**src/rtl/multicycle_pkg.sv**
```systemverilog
// rtl/multicycle_pkg.sv - shared types and encodings for the multicycle RV32I controller
//
// Holds the controller state enum, the RV32I opcodes the controller recognises,
// the mux-select / ALU-op encodings driven to the datapath, trap cause codes and
// the bit positions of the instruction-class one-hot produced by the decoder.
package multicycle_pkg;

    typedef enum logic [3:0] {
        S_RST,
        FETCH,
        DECODE,
        MEMADR,
        MEMREAD,
        MEMWB,
        MEMWRITE,
        EXECR,
        EXECI,
        ALUWB,
        BRANCH,
        JAL,
        TRAP
    } state_t;

    localparam logic [6:0] OP_LOAD   = 7'b0000011;
    localparam logic [6:0] OP_STORE  = 7'b0100011;
    localparam logic [6:0] OP_RTYPE  = 7'b0110011;
    localparam logic [6:0] OP_ITYPE  = 7'b0010011;
    localparam logic [6:0] OP_BRANCH = 7'b1100011;
    localparam logic [6:0] OP_JAL    = 7'b1101111;

    localparam logic [1:0] IMM_I = 2'b00;
    localparam logic [1:0] IMM_S = 2'b01;
    localparam logic [1:0] IMM_B = 2'b10;
    localparam logic [1:0] IMM_J = 2'b11;

    localparam logic [1:0] SRCA_PC    = 2'b00;
    localparam logic [1:0] SRCA_OLDPC = 2'b01;
    localparam logic [1:0] SRCA_RS1   = 2'b10;

    localparam logic [1:0] SRCB_RS2  = 2'b00;
    localparam logic [1:0] SRCB_IMM  = 2'b01;
    localparam logic [1:0] SRCB_FOUR = 2'b10;

    localparam logic [1:0] ALUOP_ADD   = 2'b00;
    localparam logic [1:0] ALUOP_SUB   = 2'b01;
    localparam logic [1:0] ALUOP_FUNCT = 2'b10;

    localparam logic [1:0] RES_ALUOUT = 2'b00;
    localparam logic [1:0] RES_RDATA  = 2'b01;
    localparam logic [1:0] RES_ALU    = 2'b10;

    localparam logic [1:0] CAUSE_NONE    = 2'b00;
    localparam logic [1:0] CAUSE_ILLEGAL = 2'b01;
    localparam logic [1:0] CAUSE_TIMEOUT = 2'b10;

    // Bit positions in the instruction-class one-hot.
    localparam int CLS_W      = 6;
    localparam int CLS_LOAD   = 0;
    localparam int CLS_STORE  = 1;
    localparam int CLS_RTYPE  = 2;
    localparam int CLS_ITYPE  = 3;
    localparam int CLS_BRANCH = 4;
    localparam int CLS_JAL    = 5;

endpackage

```
**src/rtl/mc_instr_decode.sv**
```systemverilog
// rtl/mc_instr_decode.sv - combinational opcode/funct3 classifier for the multicycle controller
//
// Ports:
//   op_i       instruction[6:0]
//   funct3_i   instruction[14:12]
//   imm_src_o  immediate format for the extender (I/S/B/J)
//   cls_o      one-hot instruction class (see CLS_* in multicycle_pkg)
//   illegal_o  no supported class matched
module mc_instr_decode
    import multicycle_pkg::*;
(
    input  logic [6:0]       op_i,
    input  logic [2:0]       funct3_i,
    output logic [1:0]       imm_src_o,
    output logic [CLS_W-1:0] cls_o,
    output logic             illegal_o
);

    always_comb begin
        imm_src_o = IMM_I;
        cls_o     = '0;
        case (op_i)
            OP_LOAD:   cls_o[CLS_LOAD] = 1'b1;
            OP_STORE: begin
                imm_src_o        = IMM_S;
                cls_o[CLS_STORE] = 1'b1;
            end
            OP_RTYPE:  cls_o[CLS_RTYPE] = 1'b1;
            OP_ITYPE:  cls_o[CLS_ITYPE] = 1'b1;
            OP_BRANCH: begin
                // Immediate format follows the opcode even when funct3 is
                // unsupported; only beq/bne count as a legal branch.
                imm_src_o         = IMM_B;
                cls_o[CLS_BRANCH] = (funct3_i == 3'b000) || (funct3_i == 3'b001);
            end
            OP_JAL: begin
                imm_src_o      = IMM_J;
                cls_o[CLS_JAL] = 1'b1;
            end
            default: ;
        endcase
    end

    assign illegal_o = ~|cls_o;

endmodule

```
**src/rtl/multicycle_ctrl.sv**
```systemverilog
// rtl/multicycle_ctrl.sv - main control FSM for a multicycle RV32I datapath
//
// Ports:
//   clk, reset                       clock and asynchronous active-high reset
//   op, funct3, zero                 IR fields and ALU zero flag
//   mem_ready / mem_req, mem_write   unified memory port handshake
//   adr_src, ir_write, pc_write,
//   reg_write                        datapath address select and write strobes
//   imm_src, alu_src_a, alu_src_b,
//   alu_op, result_src               datapath mux selects / ALU control
//   instr_done                       one-cycle retire pulse
//   trap, trap_cause                 sticky fault flag and its cause
module multicycle_ctrl
    import multicycle_pkg::*;
#(
    parameter int TIMEOUT_W      = 8,
    parameter int TIMEOUT_CYCLES = 255
) (
    input  logic       clk,
    input  logic       reset,
    input  logic [6:0] op,
    input  logic [2:0] funct3,
    input  logic       zero,
    input  logic       mem_ready,
    output logic       mem_req,
    output logic       mem_write,
    output logic       adr_src,
    output logic       ir_write,
    output logic       pc_write,
    output logic       reg_write,
    output logic [1:0] imm_src,
    output logic [1:0] alu_src_a,
    output logic [1:0] alu_src_b,
    output logic [1:0] alu_op,
    output logic [1:0] result_src,
    output logic       instr_done,
    output logic       trap,
    output logic [1:0] trap_cause
);

    localparam logic [TIMEOUT_W-1:0] WD_LAST = TIMEOUT_W'(TIMEOUT_CYCLES - 1);

    logic [1:0]           dec_imm;
    logic [CLS_W-1:0]     cls;
    logic                 illegal;
    state_t               state_q, state_d;
    logic [1:0]           cause_q, cause_d;
    logic [TIMEOUT_W-1:0] wd_q, wd_d;
    logic                 timeout;

    mc_instr_decode u_decode (
        .op_i      (op),
        .funct3_i  (funct3),
        .imm_src_o (dec_imm),
        .cls_o     (cls),
        .illegal_o (illegal)
    );

    // Datapath controls are a pure decode of the current state (plus the
    // mem_ready/zero qualifiers on the strobes that need them).
    always_comb begin
        mem_req    = 1'b0;
        mem_write  = 1'b0;
        adr_src    = 1'b0;
        ir_write   = 1'b0;
        pc_write   = 1'b0;
        reg_write  = 1'b0;
        imm_src    = dec_imm;
        alu_src_a  = SRCA_PC;
        alu_src_b  = SRCB_RS2;
        alu_op     = ALUOP_ADD;
        result_src = RES_ALUOUT;
        instr_done = 1'b0;
        trap       = 1'b0;
        trap_cause = CAUSE_NONE;
        case (state_q)
            S_RST:   imm_src = IMM_I;
            FETCH: begin
                mem_req    = 1'b1;
                alu_src_b  = SRCB_FOUR;
                result_src = RES_ALU;
                ir_write   = mem_ready;
                pc_write   = mem_ready;
            end
            DECODE: begin
                alu_src_a = SRCA_OLDPC;
                alu_src_b = SRCB_IMM;
            end
            MEMADR: begin
                alu_src_a = SRCA_RS1;
                alu_src_b = SRCB_IMM;
            end
            MEMREAD: begin
                mem_req = 1'b1;
                adr_src = 1'b1;
            end
            MEMWB: begin
                result_src = RES_RDATA;
                reg_write  = 1'b1;
                instr_done = 1'b1;
            end
            MEMWRITE: begin
                mem_req    = 1'b1;
                mem_write  = 1'b1;
                adr_src    = 1'b1;
                instr_done = mem_ready;
            end
            EXECR: begin
                alu_src_a = SRCA_RS1;
                alu_op    = ALUOP_FUNCT;
            end
            EXECI: begin
                alu_src_a = SRCA_RS1;
                alu_src_b = SRCB_IMM;
                alu_op    = ALUOP_FUNCT;
            end
            ALUWB: begin
                reg_write  = 1'b1;
                instr_done = 1'b1;
            end
            BRANCH: begin
                alu_src_a  = SRCA_RS1;
                alu_op     = ALUOP_SUB;
                // funct3[0] selects bne, which takes the branch on non-zero.
                pc_write   = zero ^ funct3[0];
                instr_done = 1'b1;
            end
            JAL: begin
                alu_src_a = SRCA_OLDPC;
                alu_src_b = SRCB_FOUR;
                pc_write  = 1'b1;
            end
            TRAP: begin
                trap       = 1'b1;
                trap_cause = cause_q;
            end
            default: ;
        endcase
    end

    // mem_ready in the final wait cycle beats the watchdog.
    assign timeout = (TIMEOUT_CYCLES != 0) && mem_req && !mem_ready && (wd_q == WD_LAST);

    always_comb begin
        state_d = state_q;
        cause_d = cause_q;
        case (state_q)
            S_RST:    state_d = FETCH;
            FETCH:    if (mem_ready) state_d = DECODE;
            DECODE: begin
                if (illegal) begin
                    state_d = TRAP;
                    cause_d = CAUSE_ILLEGAL;
                end else if (cls[CLS_LOAD] || cls[CLS_STORE]) begin
                    state_d = MEMADR;
                end else if (cls[CLS_RTYPE]) begin
                    state_d = EXECR;
                end else if (cls[CLS_ITYPE]) begin
                    state_d = EXECI;
                end else if (cls[CLS_BRANCH]) begin
                    state_d = BRANCH;
                end else begin
                    state_d = JAL;
                end
            end
            MEMADR:   state_d = (op == OP_LOAD) ? MEMREAD : MEMWRITE;
            MEMREAD:  if (mem_ready) state_d = MEMWB;
            MEMWB:    state_d = FETCH;
            MEMWRITE: if (mem_ready) state_d = FETCH;
            EXECR:    state_d = ALUWB;
            EXECI:    state_d = ALUWB;
            ALUWB:    state_d = FETCH;
            BRANCH:   state_d = FETCH;
            JAL:      state_d = ALUWB;
            TRAP:     state_d = TRAP;
            default:  state_d = S_RST;
        endcase
        if (timeout) begin
            state_d = TRAP;
            cause_d = CAUSE_TIMEOUT;
        end
    end

    // Watchdog counts consecutive stalled cycles within a single state.
    always_comb begin
        if (mem_ready || (state_d != state_q)) begin
            wd_d = '0;
        end else if (mem_req) begin
            wd_d = wd_q + 1'b1;
        end else begin
            wd_d = '0;
        end
    end

    always_ff @(posedge clk or posedge reset) begin
        if (reset) begin
            state_q <= S_RST;
            cause_q <= CAUSE_NONE;
            wd_q    <= '0;
        end else begin
            state_q <= state_d;
            cause_q <= cause_d;
            wd_q    <= wd_d;
        end
    end

endmodule

```
**config.mk**
```make
export PLATFORM = sky130hd
export DESIGN_NAME = multicycle_ctrl
export DESIGN_NICKNAME = d
export VERILOG_FILES = /design/src/rtl/multicycle_pkg.sv /design/src/rtl/mc_instr_decode.sv /design/src/rtl/multicycle_ctrl.sv
export SDC_FILE = /design/constraint.sdc
export NUM_CORES = 1
export LEC_CHECK = 0
export CORE_MARGIN = 5
export CORE_UTILIZATION = 25
export CTS_CLUSTER_SIZE = 28
export DETAILED_ROUTE_END_ITERATION = 16
export PLACE_DENSITY = 0.46
export RECOVER_POWER = 50
export SETUP_SLACK_MARGIN = 0.4
export SLEW_MARGIN = 15
export SYNTH_ARGS = -nofsm -noshare
export SYNTH_HDL_FRONTEND = slang
export SYNTH_SLANG_ARGS = --single-unit
```
**constraint.sdc**
```tcl
create_clock -name clk -period 4.8 [get_ports clk]
set_clock_uncertainty 0.15 [all_clocks]
set_input_delay 0.96 -clock clk [delete_from_list [all_inputs] [get_ports clk]]
set_output_delay 0.96 -clock clk [all_outputs]
set_load 0.05 [all_outputs]
```
* Word-level counts from Yosys, hierarchy flattened
Cells that the tools add are included. W data, S select, Z words.
Word-level totals: bits in registers 14, latch bits 0, bits in writable memories 0, memory bits (read-only) 0, bits of input ports 14, output and inout port bits 20, logic and storage cells 86, memories kept 0
Cells by class: $add $sub $neg 1, $mul 0, divide/modulo/power cells 0, order comparisons 0, equal/unequal tests 22, shift operators 0, multiplexer cells 37, bitwise logic cells 1, reduce and logical (&&, ||, !) cells 22
Operators by type and width (count):
- $pmux W4 S8 | 1
- $mux W4 | 7
- $eq A4 B4 Y1 const B | 5
- $eq A4 B3 Y1 const B | 4
- $mux W8 | 2
- $pmux W2 S2 | 4
- $eq A7 B6 Y1 const B | 2
- $eq A7 B7 Y1 const B | 2
- $mux W2 | 7
- $mux W1 | 13
- $reduce_or A3 Y1 | 4
- $reduce_or A2 Y1 | 5
- $add A8 B1 Y8 const B | 1
- $eq A4 B2 Y1 const B | 2
- $eq A8 B8 Y1 const B | 1
- $reduce_or A4 Y1 | 2
- $eq A7 B2 Y1 const B | 1
- $eq A7 B5 Y1 const B | 1
- $pmux W2 S3 | 1
- $reduce_or A6 Y1 | 1
- $eq A4 B1 Y1 const B | 1
- $logic_not A4 Y1 | 1
- $ne A4 B4 Y1 | 1
- $eq A3 B1 Y1 const B | 1
- 10 further kinds | 13

* Logic depth before layout (Yosys ltp)
Gate-level depths: netlist of the first run.
depth in word-level cells 13, gate-level depth with buffers 7

* By module
Synthesis of the first run repeated with hierarchy kept, for this count alone.
Unflattened totals: cell total of the unflattened synthesis 146, area, all modules 1232.4 sq um
By module, submodules not included:
- multicycle_ctrl | instances 1, cells each 129, area each 1076.0 sq um, sequential area each 350.3 sq um
- mc_instr_decode | instances 1, cells each 17, area each 156.4 sq um, sequential area each 0.0 sq um

* Least setup slack after synthesis of the first run
No wires, ideal clock.
path type reg2out, from register state_q[2], to output ir_write, arrival 2.950 ns, required time 3.690 ns, path slack 0.740 ns, stages on the path, launching flop included 4, cell sequence dfrtp_1 clkbuf_1 nor4b_1 and2_1
On the way: cells in the longest elaborated chain, start to end 2
RTL lines:
- start: declaration | RTL line multicycle_ctrl.sv:46 | state_t state_q, state_d;
- start signal: assignment | RTL line multicycle_ctrl.sv:201 | state_q <= state_d;
- $eq A4 B1 Y1 | RTL line multicycle_ctrl.sv:76 | case (state_q)
- $mux W1 | RTL line multicycle_ctrl.sv:76
- end: declaration | RTL line multicycle_ctrl.sv:28 | output logic ir_write,
Every way passes these cells.

* Final worst setup path of the first run
from input op[3], to output imm_src[0]
On the way: cells in the longest elaborated chain, start to end 3
RTL lines:
- start: declaration | RTL line multicycle_ctrl.sv:21 | input logic [6:0] op,
- $eq A7 B7 Y1 / $eq A7 B6 Y1 (equally long branches) | RTL line mc_instr_decode.sv:22 | case (op_i)
- $pmux W2 S3 (*) | RTL line mc_instr_decode.sv:22
- $mux W2 (*) | RTL line multicycle_ctrl.sv:76
- end: declaration | RTL line multicycle_ctrl.sv:31 | output logic [1:0] imm_src,
Mark *: on every way between the ends. The rest lies on a longest branch, timed or not.

==> results.py, run 1 <==
metrics = {
    "outcome": {
        "status": "finished, final reports clean",
    },
    "timing": {
        "relSlewSlack": 0.6565,
        "finalSetupTns_ns": 0,
        "layout_min_cycle_time_ns": 4.294,
        "setup_viol": 0,
        "rsz0062_at_grt": "no",
        "tightest_slew_ns": 0.5081,
        "report.final.hold_viol_count": 0,
        "drv_slew": 0,
        "min_period_over_period": 0.8946,
        "fmax_ghz": 0.2329,
    },
    "route": {
        "antenna_left": 0,
        "dr.pass1.iters": 4,
        "drt-vias-per-instance": 4.903,
        "drc": 0,
        "postRouteWirelength_um": 2936,
        "num_vias": 1064,
        "wl_per_cell_um": 13.53,
        "drtIter0Drc": 51,
    },
    "placement": {
        "dp_hpwl_um": 2301,
        "io_buffer_count": 33,
        "gp_congestion": 0.7698,
        "dpl.cell_count": 213,
    },
    "clock_tree": {
        "numCtsBuffers": 3,
        "insertion_delay_ns": 0.24,
        "clockBufferDepth": 2,
        "post_cts.repair.setup_buffers": 0,
        "cts_tree": "yes",
        "numClockSinks": 14,
        "cts_max_level": 1,
        "clkSlewWorstSetupHoldPaths_ns": 0.05,
        "clockRootBuffer": "clkbuf_8",
    },
    "floorplanning": {
        "die_area_um2": 5751,
        "row_count": 24,
        "io-pin-count": 34,
        "die_h_um": 75.84,
        "die_x_um": 75.84,
        "start_util": 0.2541,
        "core_area_um2": 4264,
    },
    "final_layout": {
        "layout-drive-gt1-share": 0.03636,
        "nNetsFinal": 182,
        "antennaDiodeCount": 0,
        "fin_cells": 217,
        "syn_to_final_growth_pct": 39.03,
    },
    "critical_path": {
        "crit_path_start_kind": "input port",
        "worstSetupPathType": "in -> out",
        "end_kind": "output pin",
        "slowest_stage": "dlygate4sd3_1",
        "crit_fanout": 4,
        "critical_path_arrival_ns": 3.18,
        "worstPathCellList": "dlygate4sd3_1, or4bb_1, nand2b_1, nor3_1, o22a_1, dlygate4sd2_1",
        "crit_required_ns": 3.69,
        "worst_path_largest_cell_delay_ns": 0.59,
    },
    "yosys": {
        "syn-cell-area_um2": 1084,
        "synth_top_area_cell": "dfrtp_1",
        "synth_fp_nets": 151,
        "synth-edff-count": 0,
        "syn_inst": 135,
        "synthXorXnorAreaFrac": 0.08083,
        "ys.flop_type": "dfrtp_1",
        "ys_ff_latch": 14,
        "synth_compound_area_frac": 0.1894,
        "synth_top_area_share": 0.3233,
        "ys_top_cells_by_area": "dfrtp_1 (32%), nor2_1 (5.9%), xor2_1 (5.7%)",
        "synthAdderAreaFrac": 0.02309,
        "async_reset_ff_frac": 1.000,
        "ys_seq_area_frac": 0.3233,
        "yosysUniqueCellTypes": 44,
        "synth_area_per_cell_um2": 8.026,
        "muxShareOfSynthArea": 0.009238,
        "synth_top_family_by_area": "simple AND/OR/NAND/NOR gates",
        "ys_warn_count": 0,
        "synthSimpleGateAreaFrac": 0.3222,
    },
    "pwr": {
        "leakagePower_uw": 0.0006181,
        "power_density_nw_per_um2": 585.8,
        "ir_worst_vdd_mv": 0.1784,
    },
    "grt": {
        "antenna_found_initial": 0,
        "grt_max_degree": 18,
        "grt_first_pass_wirelength_um": 4698,
        "grt_usage": 0.1056,
        "grt_pass1_vias": 1005,
        "grt_overflow": 0,
    },
    "run": {
        "max_cap_violations": 0,
    },
    "hold_path": {
        "hold_class": "reg -> reg",
    },
}
## worst max-delay path: cells and delay by family
| kind | cells | cell delay, ns |
|---|---|---|
| AOI/OAI and AO/OA | 1 | 0.14 |
| buffers and inverters | 2 | 1.11 |
| and+or+nand+nor | 3 | 0.97 |
## report_power, final
group | switching, µW | total [µW] | internal [µW]
Sequential | 69.4 | 207 | 137
Clock | 39.7 | 112 | 72.6
Combinational | 361 | 563 | 202
Total | 470 | 882 | 412
## metal layers
metal / GRT usage / vias to the layer above / share of wire
met3: 0.02770 / 2 / 0.077
met2: 0.1854 / 29 / 0.48
met1: 0.1286 / 494 / 0.44
li1: - / 539 / -
met4: 0.02330 / 0 / 0.0034
met5: 0 / - / 0
## cells in the mapped netlist (2+ instances only)
master,n
o21ai_0,4
o31ai_1,2
o211ai_1,3
nor2_1,17
nor4b_1,2
nand2b_1,3
a211o_1,2
nand2_1,10
and2_1,6
ha_1,2
a21oi_1,7
xnor2_1,3
nor3_1,4
dfrtp_1,14
inv_1,7
clkbuf_1,7
nor3b_1,3
or4_1,2
xor2_1,7
nand3_1,4
and3_1,2
o21ai_1,2
## sequential cells by signal, summed over array words and instances (netlist names)
name / count
wd_q: 8
state_q: 4
cause_q: 2
## layout by cell type (no fill, tap or decap), types with 2 or more instances in the layout
| master | count |
|---|---|
| clkdlybuf4s50_1 | 29 |
| nor2_1 | 17 |
| dfrtp_1 | 14 |
| nand2_1 | 10 |
| xor2_1 | 7 |
| a21oi_1 | 7 |
| inv_1 | 7 |
| and2_1 | 5 |
| nor3_1 | 4 |
| o21ai_0 | 4 |
| nand3_1 | 4 |
| clkbuf_8 | 4 |
| nand2b_1 | 3 |
| nor3b_1 | 3 |
| o211ai_1 | 3 |
| xnor2_1 | 3 |
| dlygate4sd3_1 | 3 |
| nor4b_1 | 2 |
| o21ai_1 | 2 |
| a211o_1 | 2 |
| or4_1 | 2 |
| o31ai_1 | 2 |
| and3_1 | 2 |
| ha_1 | 2 |
## per-stage QoR
stage          total power [µW]  hold WS [ns]  setup WS [ns]  instance area [µm²]  utilization
6_report                  882.4        0.3187         0.5058                 1506       0.3533
5_1_grt                   939.3        0.3566         0.4039                 1506       0.3533
4_1_cts                   892.7        0.3272         0.6278                 1506       0.3533
3_5_place_dp              775.8        0.3139         0.3674                 1453       0.3407
3_3_place_gp              775.5        0.3065         0.3879                 1453       0.3407
2_1_floorplan             603.7        0.2910         0.7403                 1084            -
## cell type report
| class | instances | area (µm²) |
|---|---|---|
| timing repair buffer | 33 | 329.1 |
| tap | 52 | 65.06 |
| multi-input combinational | 106 | 676.9 |
| clock buffer | 4 | 55.05 |
| sequential | 14 | 350.3 |
| inverter | 8 | 30.03 |
| fill | 462 | 2758 |
## what timing repair did
action                                  CTS  global route
endpoints found under the hold margin     0             0
hold buffers                              0             0
resized for setup                         1             0
endpoints found under the setup margin    1             0
## logic make-up after synthesis
logic type / Yosys count
AOI/OAI and AO/OA: 30
xor gates and xnor gates: 10
adders and majority gates: 2
buffers and inverters: 15
DFF: 14
muxes: 1
and+or+nand+nor: 63
## final timing paths
kind,from,to,slack (ns),cells after the start
worst max-delay path,op[3],imm_src[0],0.51,6
worst min-delay path,cause_q[1],cause_q[1],0.32,1
worst max register to register,state_q[0],wd_q[6],2.82,4
worst min register to register,cause_q[1],cause_q[1],0.32,1
max in group asynchronous,reset,wd_q[3],3.13,2
min in group asynchronous,reset,state_q[0],1.03,2
Note: power is estimated with default switching activity, not from simulation.
==> inputs of run 2 (changes only) <==
--- a/config.mk
+++ b/config.mk
@@ -5,6 +5,7 @@
 export SDC_FILE = /design/constraint.sdc
 export NUM_CORES = 1
 export LEC_CHECK = 0
+export CORE_ASPECT_RATIO = 0.5
 export CORE_MARGIN = 5
 export CORE_UTILIZATION = 25
 export CTS_CLUSTER_SIZE = 28
@@ -12,7 +13,6 @@
 export PLACE_DENSITY = 0.46
 export RECOVER_POWER = 50
 export SETUP_SLACK_MARGIN = 0.4
-export SLEW_MARGIN = 15
 export SYNTH_ARGS = -nofsm -noshare
 export SYNTH_HDL_FRONTEND = slang
 export SYNTH_SLANG_ARGS = --single-unit
==> results.py, run 2 (synthesis results as in run 1) <==
metrics = {
    "timing": {
        "setup_viol": 0,
        "min_period_over_period": 0.8917,
        "drv_slew": 0,
        "report.final.hold_viol_count": 0,
        "tightest_slew_ns": 0.5378,
        "finalSetupTns_ns": 0,
        "relSlewSlack": 0.6411,
        "fmax_ghz": 0.2336,
        "rsz0062_at_grt": "no",
        "layout_min_cycle_time_ns": 4.280,
    },
    "final_layout": {
        "largest_register_ffs": 8,
        "layout-drive-gt1-share": 0.03614,
        "nFillCells": 435,
        "regMostFlops": "wd_q",
        "layout_common_cells": "clkdlybuf4s50_1 (29), nor2_1 (17), dfrtp_1 (14)",
        "syn_to_final_growth_pct": 39.61,
        "nNetsFinal": 183,
        "multi_input_comb_area_um2": 676.9,
        "regArea_um2": 350.3,
        "antennaDiodeCount": 0,
        "top_regs": "wd_q x8, state_q x4, cause_q x2",
        "layout_commonest_cell": "clkdlybuf4s50_1",
        "fin_area_um2": 1513,
    },
    "floorplanning": {
        "die_area_um2": 5831,
        "die_x_um": 103.1,
        "row_count": 16,
        "io-pin-count": 34,
        "die_h_um": 56.55,
        "start_util": 0.2679,
        "core_area_um2": 4044,
    },
    "critical_path": {
        "end_kind": "output pin",
        "worstSetupPathType": "in -> out",
        "slowest_stage": "dlygate4sd3_1",
        "cp_top_family": "buffers and inverters",
        "worst_path_largest_cell_delay_ns": 0.59,
        "crit_fanout": 4,
        "crit_buf_inv": 2,
        "crit_required_ns": 3.69,
        "worstPathCellList": "dlygate4sd3_1, or4bb_1, nand2b_1, nor3_1, o22a_1, dlygate4sd2_1",
        "crit_path_start_kind": "input port",
        "critical_path_arrival_ns": 3.17,
    },
    "hold_path": {
        "hold_class": "reg -> reg",
    },
    "grt": {
        "antenna_found_initial": 0,
        "grt_usage": 0.1000,
        "grt_first_pass_wirelength_um": 4719,
        "grt_pass1_vias": 979,
        "grt_max_degree": 18,
        "grt_overflow": 0,
    },
    "clock_tree": {
        "numCtsBuffers": 3,
        "clockBufferDepth": 2,
        "cts_hold_buf": 0,
        "numClockSinks": 14,
        "clkSlewWorstSetupHoldPaths_ns": 0.06,
        "cts_max_level": 1,
        "insertion_delay_ns": 0.24,
        "cts_tree": "yes",
        "clockRootBuffer": "clkbuf_8",
        "post_cts.repair.setup_buffers": 0,
    },
    "placement": {
        "postPlaceCellArea_um2": 1463,
        "io_buffer_count": 33,
        "dp_hpwl_um": 2204,
        "gp_congestion": 0.7196,
    },
    "pwr": {
        "seq_power_share": 0.233,
        "power_switching_share": 0.5340,
        "power_density_nw_per_um2": 584.9,
        "finalPower_uw": 884.8,
        "p_sw_uw": 472.5,
        "combPwrFrac": 0.639,
        "leakagePower_uw": 0.0006193,
        "p_clk_frac": 0.128,
        "internal-power_uw": 412.4,
        "ir_worst_vdd_mv": 0.1997,
    },
    "route": {
        "drc": 0,
        "antenna_left": 0,
        "wl_per_cell_um": 12.95,
        "drtIter0Drc": 13,
        "num_vias": 1035,
        "postRouteWirelength_um": 2850,
        "drt-vias-per-instance": 4.705,
        "dr.pass1.iters": 4,
    },
    "outcome": {
        "status": "finished, final reports clean",
    },
    "run": {
        "max_cap_violations": 0,
    },
}
-- run 2: cell types whose count changed in the layout (fill, tap and decap cells not counted) --
cell / delta
clkbuf_1: +1
-- run 2: final cells by class --
class                   count  share of cell area
clock buffers               4             0.03639
flip-flops and latches     14              0.2316
inverters                   8             0.01985
well taps                  54             0.04467
multi-input cells         106              0.4475
repair buffers             34              0.2200
-- run 2: what timing repair did --
item                                   CTS  global route
endpoints found under the hold margin    0             0
resized for setup                        1             0
setup endpoints to repair                1             0
-- run 2: per-layer routing --
layer	GRT usage	share of wire
met1	0.1522	0.53
met2	0.1404	0.42
met3	0.02349	0.045
met4	0.02214	0.0032
met5	0	0
-- run 2: path summary, 6_finish.rpt --
path	start	to	slack, ns	depth (start not counted)
hold reg to reg	cause_q[1]	cause_q[1]	0.33	1
min in group asynchronous	reset	wd_q[3]	1.04	2
setup / recovery	op[3]	imm_src[0]	0.52	6
max in group asynchronous	reset	state_q[3]	3.10	2
hold / removal	cause_q[1]	cause_q[1]	0.33	1
setup reg to reg	state_q[0]	wd_q[5]	2.81	4
-- run 2: power groups by stage --
stage | sequential [µW] | combinational (µW) | clock (µW)
finish | 206 | 565 | 114
global route | 214 | 603 | 126
CTS | 205 | 571 | 122
detailed placement | 208 | 569 | 0
global placement | 207 | 572 | 0
floorplan | 162 | 442 | 0
-- run 2: through the flow --
step / cells / utilization / hold WS (ns) / worst slack [ns]
after floorplan: 135 / - / 0.2910 / 0.7403
after global placement: 216 / 0.3617 / 0.3125 / 0.3851
after detailed placement: 216 / 0.3617 / 0.3169 / 0.3517
after CTS: 220 / 0.3750 / 0.3308 / 0.6239
after global routing: 220 / 0.3741 / 0.3605 / 0.3697
final: 220 / 0.3741 / 0.3270 / 0.5196
